===== src/rtl/fetch_pc.sv =====
// Program counter and fetch sequencer: IDLE/RUN/HALTED control, absolute branch
// targets from a loadable LUT, and a saturating retired-instruction counter.
module fetch_pc #(
  parameter int PC_W   = 10,
  parameter int LUT_AW = 4,
  parameter int CNT_W  = 16
) (
  input  logic              clk,
  input  logic              reset,
  input  logic              start,
  input  logic              jump_flag,
  input  logic [LUT_AW-1:0] jump_idx,
  input  logic              halt_req,
  input  logic              lut_we,
  input  logic [LUT_AW-1:0] lut_waddr,
  input  logic [PC_W-1:0]   lut_wdata,
  output logic [PC_W-1:0]   pc,
  output logic              running,
  output logic              done,
  output logic [CNT_W-1:0]  retired
);

  localparam logic [1:0] ST_IDLE   = 2'b00;
  localparam logic [1:0] ST_RUN    = 2'b01;
  localparam logic [1:0] ST_HALTED = 2'b10;
  localparam int         LUT_N     = 1 << LUT_AW;

  logic [1:0]       state_q, state_d;
  logic [PC_W-1:0]  pc_q, pc_d;
  logic [CNT_W-1:0] retired_q, retired_d;
  logic [PC_W-1:0]  lut_q [LUT_N];
  logic [PC_W-1:0]  lut_d [LUT_N];
  logic [PC_W-1:0]  jump_tgt;

  function automatic logic [CNT_W-1:0] sat_inc(input logic [CNT_W-1:0] v);
    return (&v) ? v : v + CNT_W'(1);
  endfunction

  function automatic logic [PC_W-1:0] wrap_inc(input logic [PC_W-1:0] v);
    return v + PC_W'(1);
  endfunction

  // Read comes from the registered table, so a same-cycle write is not seen.
  assign jump_tgt = lut_q[jump_idx];

  always_comb begin
    lut_d = lut_q;
    if (lut_we) begin
      lut_d[lut_waddr] = lut_wdata;
    end
  end

  always_comb begin
    state_d   = state_q;
    pc_d      = pc_q;
    retired_d = retired_q;
    case (state_q)
      ST_IDLE: begin
        pc_d = '0;
        if (start) begin
          state_d   = ST_RUN;
          retired_d = '0;
        end
      end
      ST_RUN: begin
        retired_d = sat_inc(retired_q);
        if (halt_req) begin
          state_d = ST_HALTED;
        end else if (jump_flag) begin
          pc_d = jump_tgt;
        end else begin
          pc_d = wrap_inc(pc_q);
        end
      end
      ST_HALTED: begin
        if (start) begin
          state_d   = ST_RUN;
          pc_d      = '0;
          retired_d = '0;
        end
      end
      default: begin
        state_d = ST_IDLE;
        pc_d    = '0;
      end
    endcase
  end

  always_ff @(posedge clk or posedge reset) begin
    if (reset) begin
      state_q   <= ST_IDLE;
      pc_q      <= '0;
      retired_q <= '0;
      for (int i = 0; i < LUT_N; i++) begin
        lut_q[i] <= '0;
      end
    end else begin
      state_q   <= state_d;
      pc_q      <= pc_d;
      retired_q <= retired_d;
      lut_q     <= lut_d;
    end
  end

  assign pc      = pc_q;
  assign running = (state_q == ST_RUN);
  assign done    = (state_q == ST_HALTED);
  assign retired = retired_q;

endmodule


===== config.mk =====
export PLATFORM = sky130hd
export DESIGN_NAME = fetch_pc
export DESIGN_NICKNAME = d
export VERILOG_FILES = /design/src/rtl/fetch_pc.sv
export SDC_FILE = /design/constraint.sdc
export NUM_CORES = 1
export LEC_CHECK = 0
export ABC_AREA = 0
export BUFFER_PORTS_ARGS = -buffer_cell sky130_fd_sc_hd__buf_2
export CAP_MARGIN = 0
export CORE_UTILIZATION = 40
export DETAILED_ROUTE_END_ITERATION = 7
export GPL_TIMING_DRIVEN = 0
export PLACE_DENSITY_LB_ADDON = 0.25
export SYNTH_ARGS = -nofsm -noshare
export SYNTH_HDL_FRONTEND = slang
export SYNTH_SLANG_ARGS = --single-unit

===== constraint.sdc =====
create_clock -name clk -period 7.15 [get_ports clk]
set_input_delay 0.3575 -clock clk [delete_from_list [all_inputs] [get_ports clk]]
set_output_delay 0.3575 -clock clk [all_outputs]
set_load 0.05 [all_outputs]

==> impl_metrics.yaml, run 1 <==
outcome:
  status: "finished with violations"
  failed_checks: "hold timing"
drt:
  top_layer_used: "met4"
  drt_iter0_drc: 332
  post-route-drc-count: 0
  firstDrtPassIters: 4
  wl_per_cell_um: 21.63
  wl_met1_mm: 9.595
  routed_wl_mm: 21.39
  wl_met3_mm: 1.245
  final_antenna_net_count: 0
  num_vias: 5574
  met2_length_mm: 10.26
  via_per_inst: 5.636
clock_tree:
  cts.sinks: 188
  htreeDepth: 4
  post_cts_resized: 0
  cts_buffers: 17
  clockBufferDepth: 2
  cts_tree: "done"
  post-cts-setup-buffer-count: 0
  ctsHoldBuffers: 0
  clk_pin_slew_ns: 0.07
  root_buffer: "clkbuf_16"
  insertion_delay_ns: 0.43
grt:
  grt_pass1_vias: 5737
  grt_pass1_wl_mm: 33.42
  gr-usage-all-layers_pct: 20.16
  antenna_found_initial: 1
  grt_max_degree: 110
  grt.overflow.total: 0
sta:
  slew_headroom_pct: 2.733
  max_freq_mhz: 465.8
  setup_viol: 0
  rsz0062_at_grt: "false"
  hold-worst-slack_ns: -0.01260
  skew_ns: 0.008929
  tightest_slew_ns: 1.454
  fin_crit_ns: 2.147
  final-hold-violation-count: 3
  finalSetupTns_ns: 0
  slew_viol_final: 0
  fin_crit_sh_pct: 30.03
power:
  p_sw_share_pct: 27.17
  power_density_nw_per_um2: 287.4
  p_comb_share_pct: 19.6
  p_int_uw: 2114
  irDropWorstVdd_uv: 159.9
  p_leak_uw: 0.004378
  seqPwrFrac_pct: 48.5
  clkPwrFrac_pct: 31.9
  switching_power_uw: 788.5
logic_synthesis:
  synth_edf_count: 0
  synthFlopType: "dfrtp_1"
  syn_area_sq_um: 8897
  ys_seq_elements: 188
  syn_inst: 628
  yosysSeqAreaShare_pct: 52.88
  syn_area_per_cell_sq_um: 14.17
  yosysWarnings: 0
  synthDistinctLibCells: 52
  postSynth.asyncResetShare_pct: 100.0
  syn-num-nets: 654
cells_and_area:
  syn_to_final_growth_pct: 13.47
  final_nets: 722
  finalNonFillerCells: 989
  final_util_pct: 46.26
  drive_gt1_share_pct: 41.38
  fill_cells: 1909
setup_path:
  startpoint_type: "primary input"
  end_kind: "flop"
  critical_path_peak_fanout: 10
  path_class: "in -> reg"
  critical_path_required_ns: 7.44
  crit_path_frequent_cell: "mux4_2"
  max_stage_delay_ns: 0.61
  critical_path_arrival_ns: 2.44
  path_cells: "buf_2 -> clkbuf_1 -> mux4_2 -> mux4_2 -> mux2i_1 -> o21ai_1"
  cpMaxStageDelayCell: "clkbuf_1"
floorplanning:
  fp.dieH_um: 151.1
  num_rows: 54
  die_area_sq_um: 22840
  core_region_area_sq_um: 21820
  start_util_pct: 40.77
  io_pins: 52
  die_w_um: 151.1
placed_design:
  dp_hpwl_mm: 14.03
  place_congestion: 0.8381
  placed_cells_incl_taps: 957
  port_buffers: 48
job:
  cap_viol_max_count: 0
worst_hold_path:
  hold_class: "in -> async"
-- metrics by stage --
step	cell area, sq um	total power (uW)	worst slack, ns	hold slack [ns]
2_1_floorplan	8897	1838	1.679	0.4704
3_3_place_gp	9488	1958	-0.03756	0.4790
3_5_place_dp	9528	2001	4.573	0.4788
4_1_cts	10090	2920	5.024	0.01990
5_1_grt	10090	3038	4.877	0.02136
6_report	10100	2902	5.003	-0.01260
-- synthesized netlist by cell type (all sizes together), types with 8 or more instances --
library cell  number  share of area, %
o21ai             12              0.68
mux2             168                21
nor2              24               1.0
mux4              37               9.7
clkbuf            27               1.1
nand2             24               1.0
a21oi             10              0.60
buf               14               1.1
nand2b            11              0.77
dfrtp            188                53
mux2i             16               1.8
nand3              8              0.45
nor2b              8              0.56
-- area by class of cell --
type / instances / area, sq um / share of cell area [%]
multi-input combinational: 395 / 3990 / 39.52
timing repair buffer: 49 / 267.8 / 2.652
buffer: 41 / 197.7 / 1.958
inverter: 4 / 22.52 / 0.2231
clock buffer: 22 / 444.2 / 4.400
antenna: 1 / 2.502 / 0.02479
sequential: 188 / 4705 / 46.60
clock inverter: 9 / 116.4 / 1.153
tap: 280 / 350.3 / 3.470
-- cells by family after synthesis --
family | count (synthesis) | synth area share, %
compound gates | 53 | 4.275
mux | 221 | 32.77
flops | 188 | 52.88
simple gates | 110 | 6.525
fa+ha+maj | 2 | 0.2812
xor+xnor | 9 | 0.8860
buf+inv | 45 | 2.391
-- power by group through the flow --
stage | clock [uW] | sequential [uW] | combinational (uW)
finish | 925 | 1410 | 570
global route | 983 | 1430 | 621
CTS | 938 | 1410 | 577
detailed placement | 0 | 1430 | 576
global placement | 0 | 1400 | 555
floorplan | 0 | 1420 | 414
-- per-layer routing --
| metal | track usage [%] | vias to the layer above |
|---|---|---|
| li1 | - | 2471 |
| met1 | 27.81 | 2946 |
| met2 | 32.36 | 139 |
| met3 | 4.247 | 18 |
| met4 | 5.100 | 0 |
| met5 | 0 | - |
-- worst max-delay path: cells and delay by family --
family / cells / cell delay, ns
muxes: 3 / 1.14
buffers and inverters: 2 / 0.86
AOI/OAI and AO/OA: 1 / 0.08
-- registers in the layout, indices dropped and copies added, names as in the netlist --
signal and flops:
lut_q 160, state_q 2, retired 16, pc 10
-- cells in the final DEF, fill, tap and decap left out, types with 8 or more instances in the layout --
| cell type | netlist | final |
|---|---|---|
| a21oi_1 | 9 | 9 |
| o21ai_0 | 10 | 10 |
| nand3_1 | 8 | 8 |
| buf_2 | 10 | 58 |
| nor2_1 | 24 | 20 |
| dfrtp_1 | 188 | 188 |
| mux4_2 | 29 | 29 |
| nand2b_1 | 11 | 11 |
| clkbuf_1 | 27 | 32 |
| nand2_1 | 24 | 24 |
| mux2i_1 | 16 | 16 |
| clkbuf_16 | 0 | 17 |
| mux2_2 | 168 | 168 |
| mux4_1 | 8 | 8 |
| nor2b_1 | 8 | 8 |
-- path summary, 6_finish.rpt --
| kind | startpoint | end | slack, ns | depth (start not counted) |
|---|---|---|---|---|
| setup reg to reg | retired[0] | retired[14] | 5.07 | 7 |
| max in group asynchronous | reset | lut_q[109] | 6.23 | 3 |
| min in group clk | lut_wdata[1] | lut_q[21] | 0.25 | 2 |
| hold reg to reg | lut_q[136] | lut_q[136] | 0.50 | 1 |
| hold / removal | reset | lut_q[146] | -0.01 | 2 |
| setup / recovery | jump_idx[1] | pc[1] | 5.00 | 6 |
Note: power is estimated with default switching activity, not from simulation.
==> run 2, diff against run 1 <==
--- a/config.mk
+++ b/config.mk
@@ -5,7 +5,7 @@
 export SDC_FILE = /design/constraint.sdc
 export NUM_CORES = 1
 export LEC_CHECK = 0
-export ABC_AREA = 0
+export ABC_AREA = 1
 export BUFFER_PORTS_ARGS = -buffer_cell sky130_fd_sc_hd__buf_2
 export CAP_MARGIN = 0
 export CORE_UTILIZATION = 40
==> constraint.sdc (replaced) <==
create_clock -name clk -period 2.01 [get_ports clk]
set_input_delay 0.1005 -clock clk [delete_from_list [all_inputs] [get_ports clk]]
set_output_delay 0.1005 -clock clk [all_outputs]
set_load 0.05 [all_outputs]
==> impl_metrics.yaml, run 2 <==
cells_and_area:
  multi_input_area_sq_um: 3775
  final_common_cell: "nand2_1"
  seq_area_sq_um: 4705
  largest_register: "lut_q"
  diodes: 0
  final_util_pct: 47.46
  syn_to_final_growth_pct: 14.83
  fill_cells: 2225
  drive_gt1_share_pct: 9.930
  final_nets: 1292
  largest_reg_flops: 160
  layout_common_cells: "nand2_1, o21ai_0, dfrtp_1, nand3_1, nor2_1"
drt:
  post-route-drc-count: 0
  num_vias: 8421
  firstDrtPassIters: 5
  top_layer_used: "met4"
  drt_iter0_drc: 887
  met2_length_mm: 13.32
  via_per_inst: 5.402
  wl_met1_mm: 12.57
  wl_per_cell_um: 18.43
  routed_wl_mm: 28.73
  final_antenna_net_count: 0
  wl_met3_mm: 2.209
logic_synthesis:
  ys_seq_elements: 188
  syn_area_sq_um: 9131
  synth_edf_count: 0
  syn_area_per_cell_sq_um: 7.706
  yosysWarnings: 0
  syn_inst: 1185
  synth_top_area_share_pct: 51.52
  postSynth.asyncResetShare_pct: 100.0
  syn-num-nets: 1211
  ys_top_cells_by_count: "nand2_1, o21ai_0, dfrtp_1"
  synthDistinctLibCells: 31
  synth.area.top_cells: "dfrtp_1, nand2_1, o21ai_0"
  yosysSeqAreaShare_pct: 51.52
  synthFlopType: "dfrtp_1"
  yosysMostFrequentCell: "nand2_1"
  synth_top_area_cell: "dfrtp_1"
grt:
  grt.overflow.total: 0
  grt_max_degree: 41
  antenna_found_initial: 0
  grt_pass1_vias: 8180
  grt_pass1_wl_mm: 45.42
  gr-usage-all-layers_pct: 25.61
clock_tree:
  clockBufferDepth: 2
  htreeDepth: 4
  clk_pin_slew_ns: 0.07
  cts_tree: "done"
  post-cts-setup-buffer-count: 0
  cts_buffers: 17
  cts.sinks: 188
  root_buffer: "clkbuf_16"
  insertion_delay_ns: 0.44
setup_path:
  critical_path_arrival_ns: 2.12
  critical_path_required_ns: 2.34
  path_class: "reg -> reg"
  critical_path_peak_fanout: 10
  end_kind: "flop"
  startpoint_type: "flop"
sta:
  tightest_slew_ns: 0.7620
  setup_viol: 0
  max_freq_mhz: 559.3
  fin_crit_sh_pct: 88.95
  slew_viol_final: 0
  finalSetupTns_ns: 0
  skew_ns: 0.007639
  rsz0062_at_grt: "false"
  slew_headroom_pct: 49.20
  final-hold-violation-count: 0
  fin_crit_ns: 1.788
power:
  power_density_nw_per_um2: 985.8
  irDropWorstVdd_uv: 526.3
  p_leak_uw: 0.005078
placed_design:
  dp_hpwl_mm: 20.15
  port_buffers: 49
  place_congestion: 0.9984
floorplanning:
  start_util_pct: 41.33
  num_rows: 54
  core_region_area_sq_um: 22090
  die_w_um: 153.1
  io_pins: 52
  die_area_sq_um: 23440
  fp.dieH_um: 153.1
job:
  cap_viol_max_count: 0
worst_hold_path:
  hold_class: "in -> reg"
outcome:
  status: "finished, final reports clean"
-- run 2: timing repair --
| item | 4_1_cts | 5_1_grt |
|---|---|---|
| hold buffers | 8 | 0 |
| gates resized for setup | 0 | 0 |
| endpoints found under the hold margin | 29 | 0 |
-- run 2: final timing paths --
| kind | slack [ns] | from | depth (start not counted) | to |
|---|---|---|---|---|
| setup / recovery | 0.22 | retired[0] | 9 | retired[6] |
| min in group asynchronous | 0.22 | reset | 3 | pc[5] |
| max in group asynchronous | 0.50 | reset | 7 | lut_q[119] |
| hold reg to reg | 0.48 | lut_q[85] | 2 | lut_q[85] |
| hold / removal | 0.03 | lut_wdata[2] | 3 | lut_q[142] |
| setup reg to reg | 0.22 | retired[0] | 9 | retired[6] |
-- run 2: final cells by class --
| class | instances | share of cell area [%] |
|---|---|---|
| Inverter | 84 | 3.055 |
| Clock buffer | 18 | 4.189 |
| Timing Repair Buffer | 62 | 4.057 |
| Multi-Input combinational cell | 837 | 36.00 |
| Sequential cell | 188 | 44.87 |
| Clock inverter | 14 | 1.289 |
| Buffer | 76 | 3.198 |
| Tap cell | 280 | 3.341 |
-- run 2: routing by layer --
metal  GRT usage [%]  vias to the layer above
met5               0                        -
li1                -                     3976
met3           4.933                       50
met4           8.754                        0
met2           41.44                      342
met1           34.34                     4053
-- run 2: logic make-up after synthesis --
| family | count (synthesis) | synth area share, % |
|---|---|---|
| and+or+nand+nor | 594 | 26.84 |
| AOI/OAI and AO/OA | 225 | 12.69 |
| DFF | 188 | 51.52 |
| buffers and inverters | 160 | 7.139 |
| xor gates and xnor gates | 16 | 1.535 |
| adders and majority gates | 2 | 0.2740 |
-- run 2: power by group --
part	total, uW	internal [uW]	switching (uW)
logic	2050	680	1370
registers	4920	4500	414
clock network	3370	1770	1600
-- run 2: critical path, cell delays in order, from the launching register on --
cell	delay, ns
dfrtp_1	0.41
ha_1	0.24
inv_1	0.10
nor3_4	0.25
nand4_2	0.16
nand2_2	0.13
nand2_4	0.10
buf_6	0.16
nand3_1	0.07
nand2_1	0.05
-- run 2: through the flow --
stage	total power (uW)	instance area, sq um	instances	hold slack (ns)	setup WS (ns)
after global routing	10850	10490	1559	0.05651	0.06565
after global placement	6915	9731	1514	0.3235	-1.776
after detailed placement	6999	9831	1519	0.1467	0.1038
after floorplan	6348	9135	1185	0.2215	-0.5110
after CTS	10340	10490	1559	0.04081	0.2266
final	10340	10490	1559	0.03091	0.2220
